**config.mk**
```make
export PLATFORM = sky130hd
export DESIGN_NAME = uart_msg_tx_ctrl_flat
export DESIGN_NICKNAME = d
export VERILOG_FILES = /design/src/rtl/uart_msg_tx_ctrl_if.sv /design/src/rtl/uart_msg_tx_ctrl.sv /design/src/flat_wrapper.sv
export SDC_FILE = /design/constraint.sdc
export NUM_CORES = 1
export LEC_CHECK = 0
export CELL_PAD_IN_SITES_DETAIL_PLACEMENT = 1
export CELL_PAD_IN_SITES_GLOBAL_PLACEMENT = 1
export CORE_MARGIN = 8
export CORE_UTILIZATION = 35
export CTS_BUF_LIST = sky130_fd_sc_hd__clkbuf_4 sky130_fd_sc_hd__clkbuf_8
export DETAILED_ROUTE_END_ITERATION = 12
export GPL_ROUTABILITY_DRIVEN = 1
export PLACE_DENSITY = 0.92
export SLEW_MARGIN = 10
export SYNTH_ARGS = -nofsm -noshare
export SYNTH_HDL_FRONTEND = slang
export SYNTH_SLANG_ARGS = --single-unit
```
**constraint.sdc**
```tcl
create_clock -name clk -period 3.4 [get_ports clk]
set_clock_uncertainty 0.2 [all_clocks]
set_input_delay 1.02 -clock clk [delete_from_list [all_inputs] [get_ports clk]]
set_output_delay 1.02 -clock clk [all_outputs]
set_load 0.005 [all_outputs]
```
**src/rtl/uart_msg_tx_ctrl_if.sv**
```systemverilog
// uart_msg_tx_ctrl_if: command, buffer-read and UART byte stream signals of the message transmit controller
//   master = controller side, slave = message core / buffer / transmitter side
//   start, req_len -> cmd_valid, cmd_len; msg_valid, msg_len; rd_addr -> rd_data (1-cycle read);
//   tx_data, tx_valid, tx_ready; busy, done
interface uart_msg_tx_ctrl_if #(parameter int WIDTH = 8, parameter int LEN = 256);
  localparam int AW = $clog2(LEN) + 1;
  logic start;
  logic [AW-1:0] req_len;
  logic cmd_valid;
  logic [AW-1:0] cmd_len;
  logic msg_valid;
  logic [AW-1:0] msg_len;
  logic [AW-1:0] rd_addr;
  logic [WIDTH-1:0] rd_data;
  logic [WIDTH-1:0] tx_data;
  logic tx_valid;
  logic tx_ready;
  logic busy;
  logic done;
  modport master (
    input start, req_len, msg_valid, msg_len, rd_data, tx_ready,
    output cmd_valid, cmd_len, rd_addr, tx_data, tx_valid, busy, done
  );
  modport slave (
    output start, req_len, msg_valid, msg_len, rd_data, tx_ready,
    input cmd_valid, cmd_len, rd_addr, tx_data, tx_valid, busy, done
  );
endinterface

```
**src/rtl/uart_msg_tx_ctrl.sv**
```systemverilog
// uart_msg_tx_ctrl: requests a message, then streams its buffer bytes to a UART transmitter
//   clk, rst (sync, active-high); bus = uart_msg_tx_ctrl_if.master
//   Optional: define UART_MSG_CHECKSUM_EN to append the XOR of all sent bytes after a non-empty message
module uart_msg_tx_ctrl #(
  parameter int WIDTH = 8,
  parameter int LEN = 256
) (
  input logic clk,
  input logic rst,
  uart_msg_tx_ctrl_if.master bus
);
  localparam int AW = $clog2(LEN) + 1;
  typedef enum logic [2:0] {IDLE, CMD, WAIT_MSG, RD, RD_WAIT, TX, CKSUM, DONE} state_t;
  state_t state_q, state_d;
  logic [AW-1:0] cmd_len_q, cmd_len_d, len_q, len_d, idx_q, idx_d, rd_addr_q, idx_inc;
  logic [WIDTH-1:0] tx_data_q, tx_data_d;
  logic tx_valid_q, tx_valid_d, cmd_valid_q, busy_q, done_q;
`ifdef UART_MSG_CHECKSUM_EN
  logic [WIDTH-1:0] cks_q, cks_d;
`endif
  always_comb begin
    state_d = state_q;
    cmd_len_d = cmd_len_q;
    len_d = len_q;
    idx_d = idx_q;
    tx_data_d = tx_data_q;
    tx_valid_d = tx_valid_q;
    idx_inc = idx_q + AW'(1);
`ifdef UART_MSG_CHECKSUM_EN
    cks_d = cks_q;
`endif
    case (state_q)
      IDLE: if (bus.start) begin
        cmd_len_d = bus.req_len;
        state_d = CMD;
      end
      CMD: state_d = WAIT_MSG;
      WAIT_MSG: if (bus.msg_valid) begin
        len_d = bus.msg_len;
        idx_d = '0;
`ifdef UART_MSG_CHECKSUM_EN
        cks_d = '0;
`endif
        state_d = bus.msg_len == '0 ? DONE : RD;
      end
      RD: state_d = RD_WAIT;
      RD_WAIT: begin
        tx_data_d = bus.rd_data;
        tx_valid_d = 1'b1;
`ifdef UART_MSG_CHECKSUM_EN
        cks_d = cks_q ^ bus.rd_data;
`endif
        state_d = TX;
      end
      TX: if (bus.tx_ready) begin
        idx_d = idx_inc;
        tx_valid_d = 1'b0;
        state_d = idx_inc < len_q ? RD : DONE;
`ifdef UART_MSG_CHECKSUM_EN
        if (idx_inc >= len_q) begin
          tx_data_d = cks_q;
          tx_valid_d = 1'b1;
          state_d = CKSUM;
        end
`endif
      end
`ifdef UART_MSG_CHECKSUM_EN
      CKSUM: if (bus.tx_ready) begin
        tx_valid_d = 1'b0;
        state_d = DONE;
      end
`endif
      default: state_d = IDLE;
    endcase
  end
  // rd_addr simply tracks idx, so it equals idx whenever the FSM sits in RD
  always_ff @(posedge clk) begin
    if (rst) begin
      state_q <= IDLE;
      cmd_len_q <= '0;
      len_q <= '0;
      idx_q <= '0;
      rd_addr_q <= '0;
      tx_data_q <= '0;
      tx_valid_q <= 1'b0;
      cmd_valid_q <= 1'b0;
      busy_q <= 1'b0;
      done_q <= 1'b0;
`ifdef UART_MSG_CHECKSUM_EN
      cks_q <= '0;
`endif
    end else begin
      state_q <= state_d;
      cmd_len_q <= cmd_len_d;
      len_q <= len_d;
      idx_q <= idx_d;
      rd_addr_q <= idx_d;
      tx_data_q <= tx_data_d;
      tx_valid_q <= tx_valid_d;
      cmd_valid_q <= state_d == CMD;
      busy_q <= state_d != IDLE;
      done_q <= state_d == DONE;
`ifdef UART_MSG_CHECKSUM_EN
      cks_q <= cks_d;
`endif
    end
  end
  assign bus.cmd_valid = cmd_valid_q;
  assign bus.cmd_len = cmd_len_q;
  assign bus.rd_addr = rd_addr_q;
  assign bus.tx_data = tx_data_q;
  assign bus.tx_valid = tx_valid_q;
  assign bus.busy = busy_q;
  assign bus.done = done_q;
endmodule

```
**src/flat_wrapper.sv**
```systemverilog
// flat-port wrapper written by rule: the top's interface ports become plain ports
module uart_msg_tx_ctrl_flat 
#(
  parameter int WIDTH = 8,
  parameter int LEN = 256
)
  (clk, rst, bus_start, bus_req_len, bus_msg_valid, bus_msg_len, bus_rd_data, bus_tx_ready, bus_cmd_valid, bus_cmd_len, bus_rd_addr, bus_tx_data, bus_tx_valid, bus_busy, bus_done);
  uart_msg_tx_ctrl_if #(.WIDTH(WIDTH), .LEN(LEN)) bus_i ();
  input logic clk;
  input logic rst;
  input wire logic [$bits(bus_i.start)-1:0] bus_start;
  input wire logic [$bits(bus_i.req_len)-1:0] bus_req_len;
  input wire logic [$bits(bus_i.msg_valid)-1:0] bus_msg_valid;
  input wire logic [$bits(bus_i.msg_len)-1:0] bus_msg_len;
  input wire logic [$bits(bus_i.rd_data)-1:0] bus_rd_data;
  input wire logic [$bits(bus_i.tx_ready)-1:0] bus_tx_ready;
  output wire logic [$bits(bus_i.cmd_valid)-1:0] bus_cmd_valid;
  output wire logic [$bits(bus_i.cmd_len)-1:0] bus_cmd_len;
  output wire logic [$bits(bus_i.rd_addr)-1:0] bus_rd_addr;
  output wire logic [$bits(bus_i.tx_data)-1:0] bus_tx_data;
  output wire logic [$bits(bus_i.tx_valid)-1:0] bus_tx_valid;
  output wire logic [$bits(bus_i.busy)-1:0] bus_busy;
  output wire logic [$bits(bus_i.done)-1:0] bus_done;
  assign bus_i.start = bus_start;
  assign bus_i.req_len = bus_req_len;
  assign bus_i.msg_valid = bus_msg_valid;
  assign bus_i.msg_len = bus_msg_len;
  assign bus_i.rd_data = bus_rd_data;
  assign bus_i.tx_ready = bus_tx_ready;
  assign bus_cmd_valid = bus_i.cmd_valid;
  assign bus_cmd_len = bus_i.cmd_len;
  assign bus_rd_addr = bus_i.rd_addr;
  assign bus_tx_data = bus_i.tx_data;
  assign bus_tx_valid = bus_i.tx_valid;
  assign bus_busy = bus_i.busy;
  assign bus_done = bus_i.done;
  uart_msg_tx_ctrl #(.WIDTH(WIDTH), .LEN(LEN)) u_core (.clk(clk), .rst(rst), .bus(bus_i));
endmodule
```
; Word-level counts from Yosys, hierarchy flattened
; Index checks and enable logic that the tools add are counted.
[classes]
n_reduce_logical = 9
eq_ne = 9
mux = 11
n_addsub = 1
magnitude_cmp = 1
[op_table]
columns = cell, n
row1 = 2-to-1 mux 9 bit, 2
row2 = case mux 3 bit (6 select lines), 1
row3 = case mux 9 bit (2 select lines), 1
row4 = 2-to-1 mux 3 bit, 5
row5 = "adder 9 x 1 -> 9 bit, second input constant", 1
row6 = "== test 3 bit, second input constant", 3
row7 = zero test 9 bit, 1
row8 = less-than comparator 9 bit, 1
row9 = "== test 3 x 1 -> 1 bit, second input constant", 2
row10 = "== test 3 x 2 -> 1 bit, second input constant", 2
row11 = AND reduction 2 bit, 3
row12 = "!= test 2 bit, second input constant", 2
row13 = nonzero test 2 bit, 2
row14 = zero test 3 bit, 1
row15 = AND reduction 3 bit, 1
row16 = nonzero test 3 bit, 1
row17 = case mux 1 bit (2 select lines), 1
row18 = 2-to-1 mux 1 bit, 1
[word_totals]
output_inout_bits = 30
in_bits = 31
wordCells = 40
ff_bits = 42

; Logic depth before layout (Yosys ltp)
; Gate-level depths: netlist of the first run.
[logic_depth]
ltp_word = 6
mapped_depth = 10
ltp_nobuf = 10

; Worst setup path before layout of the first run
; OpenSTA, ideal clock, no wires.
[synth_timing]
path_type = reg-to-reg
start = reg u_core.idx_q[0]
end = reg u_core.cmd_valid_q (netlist: u_core.bus.cmd_valid)
path_stages_with_launch = 11
setup_ps = 60
path_buffers = 0
arrival_time_ps = 2297
required_time_ps = 3140
synth_period_minus_slack_ps = 2557
slack_ps = 843
cell_sequence = dfxtp_1 -> ha_1 -> and3_2 -> and3_4 -> nand3_1 -> xnor2_1 -> ha_1 -> a211oi_1 -> a21oi_1 -> a311oi_2 -> and3_1
[synth_via]
elab_chain_len = 6
[synth_lines]
columns = element, line
row1 = "start, declared", uart_msg_tx_ctrl.sv:15  ; logic [AW-1:0] cmd_len_q, cmd_len_d, len_q, len_d, idx_q, idx_d, rd_addr_q, idx_inc;
row2 = "start signal, assigned", uart_msg_tx_ctrl.sv:96  ; idx_q <= idx_d;
row3 = adder 9 x 1 -> 9 bit, uart_msg_tx_ctrl.sv:28  ; idx_inc = idx_q + AW'(1);
row4 = less-than comparator 9 bit, uart_msg_tx_ctrl.sv:58  ; state_d = idx_inc < len_q ? RD : DONE;
row5 = 2-to-1 mux 3 bit, uart_msg_tx_ctrl.sv:58
row6 = 2-to-1 mux 3 bit, uart_msg_tx_ctrl.sv:55  ; TX: if (bus.tx_ready) begin
row7 = case mux 3 bit (6 select lines), uart_msg_tx_ctrl.sv:32  ; case (state_q)
row8 = == test 3 x 1 -> 1 bit, uart_msg_tx_ctrl.sv:100  ; cmd_valid_q <= state_d == CMD;
row9 = "end signal, assigned", uart_msg_tx_ctrl.sv:86  ; cmd_valid_q <= 1'b0;
row10 = "end signal, assigned", uart_msg_tx_ctrl.sv:100
row11 = "end, declared", uart_msg_tx_ctrl.sv:17  ; logic tx_valid_q, tx_valid_d, cmd_valid_q, busy_q, done_q;
; No other way between the ends.
; A chain may end at the register's enable or synchronous reset.

; Worst setup path after layout of the first run
; Same ends and word-level chain as after synthesis.

==> results.py, run 1 <==
metrics = {
    "routing": {
        "first_iter_violations": 94,
        "drt_wl_total_um": 6100,
        "wl_per_cell_um": 16.7,
        "via_count": 1871,
        "drc": 0,
        "ant_nets": 0,
        "drt-pass1-iter-count": 4,
        "via_per_inst": 5.11,
    },
    "job": {
        "maxCapViolations": 0,
    },
    "worst_setup_path": {
        "cp.arrival_ns": 2.95,
        "worst_setup_path_start_kind": "flip-flop",
        "cp_cell_sequence": "ha_1 -> and3_2 -> and3_4 -> nand3_1 -> xnor2_1 -> ha_1 -> a211oi_1 -> a21oi_1 -> a311oi_2 -> and3_1",
        "crit_top_cell": "ha_1",
        "cp_max_fo": 7,
        "rrSetupSlack_ns": 0.49,
        "worstReg2RegEnd": "u_core.bus.cmd_valid",
        "critPathKind": "reg2reg",
        "reg2reg_from": "u_core.idx_q[0]",
        "cp-end-kind": "flip-flop",
        "required_ns": 3.45,
        "crit_path_top_delay_cell": "dfxtp_1",
        "cp_slowest_stage_delay_ns": 0.45,
        "r2r_cells": 10,
    },
    "clocking": {
        "clock-sinks": 42,
        "clk_pin_slew_ns": 0.08,
        "cts-root-buf": "clkbuf_8",
        "cts-resized-gates": 0,
        "clkLatencyLatePin_ns": 0.30,
        "cts-buffers-inserted": 5,
        "cts_max_path_buffers": 2,
        "ctsHoldBuffers": 0,
        "cts_tree": "done",
        "post-cts-setup-buffer-count": 0,
        "h-tree-depth": 2,
    },
    "sta": {
        "slew_viol_final": 0,
        "rsz0062_at_grt": "no",
        "layout_setup_ws_ns": 0.492,
        "slew_headroom_pct": 67.5,
        "timing.final.crit_share_pct": 85.5,
        "finalHoldViolCount": 0,
        "worstMarginPinSlew_ns": 0.486,
        "fmax_mhz": 344,
        "tns_ns": 0,
        "min_period_ns": 2.91,
        "setup_viol": 0,
    },
    "finish": {
        "n_antenna_cell": 0,
        "nNetsFinal": 333,
        "drive_above_1_share_pct": 6.46,
        "multi_input_area_um2": 1020,
        "nFillCells": 649,
        "final_core_util_pct": 49.8,
        "syn_to_final_growth_pct": 38.3,
        "regArea_um2": 841,
    },
    "die": {
        "dieArea_um2": 8240,
        "boundaryPins": 61,
        "die_y_um": 90.8,
        "core_um2": 5440,
        "fp-row-count": 27,
        "dieWidth_um": 90.8,
        "start_util_pct": 36.0,
    },
    "yosys": {
        "ys_seq_elements": 42,
        "syn_nets": 274,
        "synth_cell_types": 38,
        "synth_edf_count": 0,
        "synth.area.top_cells": "dfxtp_1 (43%), nand2_1 (7.7%), a21oi_1 (7.4%), ha_1 (5.8%), nor2_1 (5.2%)",
        "yosys_warnings": 0,
        "syn_area_um2": 1960,
        "synth_top_area_share_pct": 42.9,
        "avgSynthCellArea_um2": 8.37,
        "yosys.area.top_type": "dfxtp_1",
        "ys_dominant_reg_cell": "dfxtp_1",
        "ys_seq_area_share_pct": 42.9,
        "synthTopCellsByCount": "dfxtp_1 (42), nand2_1 (40), a21oi_1 (29)",
        "async_flop_share_pct": 0,
        "yosysMostFrequentCell": "dfxtp_1",
        "netlist_instances": 234,
    },
    "global_routing": {
        "antenna_found_initial": 0,
        "grt_max_degree": 24,
        "grt_pass1_vias": 2061,
        "grt_util_all_layers_pct": 15.0,
        "overflow": 0,
        "grt_pass1_wl_um": 10000,
    },
    "worst_hold_path": {
        "min_to": "u_core.len_q[5]",
        "hold_path_depth": 2,
        "hp-start": "u_core.len_q[5]",
        "hold_path_class": "reg2reg",
    },
    "placement": {
        "place_congestion": 0.774,
        "dp_slack_ns": 0.559,
        "place_hpwl_um": 4590,
        "port_buffers": 60,
    },
    "power_and_ir_drop": {
        "vdd_drop_max_v": 0.000213,
        "p_leak_nw": 1.06,
        "cellPowerDensity_nw_per_um2": 434,
    },
    "run_status": {
        "status": "finished clean",
    },
}
==> worst max-delay path: cells and delay by family (launching register included) <==
kind | cells | cell delay (ns)
flip-flops | 1 | 0.45
AND/OR/NAND/NOR | 4 | 0.78
AO/OA/AOI/OAI | 3 | 0.61
XOR/XNOR | 1 | 0.23
adder cells (fa/ha/maj) | 2 | 0.58
==> logic make-up after synthesis <==
| family | synth area share, % |
|---|---|
| buffers and inverters | 4.92 |
| XOR/XNOR | 3.58 |
| adder cells (fa/ha/maj) | 5.75 |
| flip-flops | 42.9 |
| AO/OA/AOI/OAI | 13.1 |
| AND/OR/NAND/NOR | 25.1 |
| multiplexers | 4.60 |
==> flip-flops by register name (all words and copies together), names as in the netlist <==
name / flops
u_core.bus.busy: 1
u_core.bus.cmd_valid: 1
u_core.idx_q: 9
u_core.bus.tx_valid: 1
u_core.bus.tx_data: 8
u_core.bus.done: 1
u_core.bus.cmd_len: 9
u_core.state_q: 3
u_core.len_q: 9
==> layer usage <==
layer | GRT usage, % | vias to the layer above | routed length, um
met5 | 0 | - | 0
met4 | 7.50 | 0 | 206
met3 | 4.41 | 17 | 281
met2 | 26.1 | 43 | 3100
met1 | 16.2 | 906 | 2510
li1 | - | 905 | -
==> metrics by stage <==
| stage | power, W | hold slack (ns) | cell area, um2 | std cells |
|---|---|---|---|---|
| after global routing | 0.00124 | 0.281 | 2710 | 366 |
| after CTS | 0.00118 | 0.262 | 2710 | 366 |
| after detailed placement | 0.000838 | 0.249 | 2610 | 358 |
| after floorplan | 0.000713 | 0.236 | 1960 | 234 |
| final | 0.00117 | 0.260 | 2710 | 366 |
| after global placement | 0.000825 | 0.241 | 2610 | 358 |
==> worst max-delay path by stage <==
stage | startpoint | slack (ns) | cells after the start | endpoint
floorplan | u_core.idx_q[0] | 0.84 | 10 | u_core.bus.cmd_valid
global placement | u_core.idx_q[0] | 0.68 | 10 | u_core.bus.cmd_valid
detailed placement | u_core.idx_q[0] | 0.56 | 10 | u_core.bus.cmd_valid
CTS | u_core.idx_q[0] | 0.50 | 10 | u_core.bus.cmd_valid
global route | u_core.idx_q[0] | 0.25 | 10 | u_core.bus.cmd_valid
finish | u_core.idx_q[0] | 0.49 | 10 | u_core.bus.cmd_valid
==> where the power goes <==
part	internal, W	switching (W)
sequential	0.000531	0.0000347
clock	0.000163	0.000183
combinational	0.000133	0.000130
==> layout make-up <==
class / instances / area share, %
inverters: 10 / 1.39
flip-flops and latches: 42 / 31.1
repair buffers: 63 / 23.0
well taps: 72 / 3.33
multi-input cells: 171 / 37.7
clock inverters: 2 / 0.462
clock buffers: 6 / 3.05
==> placed cells by master (no fill, tap or decap), drive strengths merged, types with 2 or more instances in the layout <==
cell type      netlist  layout
or3                  2       2
a21o                 2       2
nand2               40      40
clkdlybuf4s50        0      60
mux2i                9       9
and3                 7       7
nor2                27      27
nand3                7       7
o21ai                7       7
a22o                 2       2
ha                   9       9
xor2                 4       4
clkbuf               3       6
dfxtp               42      42
a21oi               30      30
nor3b                4       4
nand4                2       2
buf                  8       3
a31oi                2       2
nand3b               4       4
xnor2                4       4
inv                 10      10
(Power assumes the default switching activity.)
==> inputs of run 2 (changes only) <==
- GPL_TIMING_DRIVEN: not set -> 1
==> results of run 2 <==
The final DEF is identical to that of run 1; final timing and power are the same.
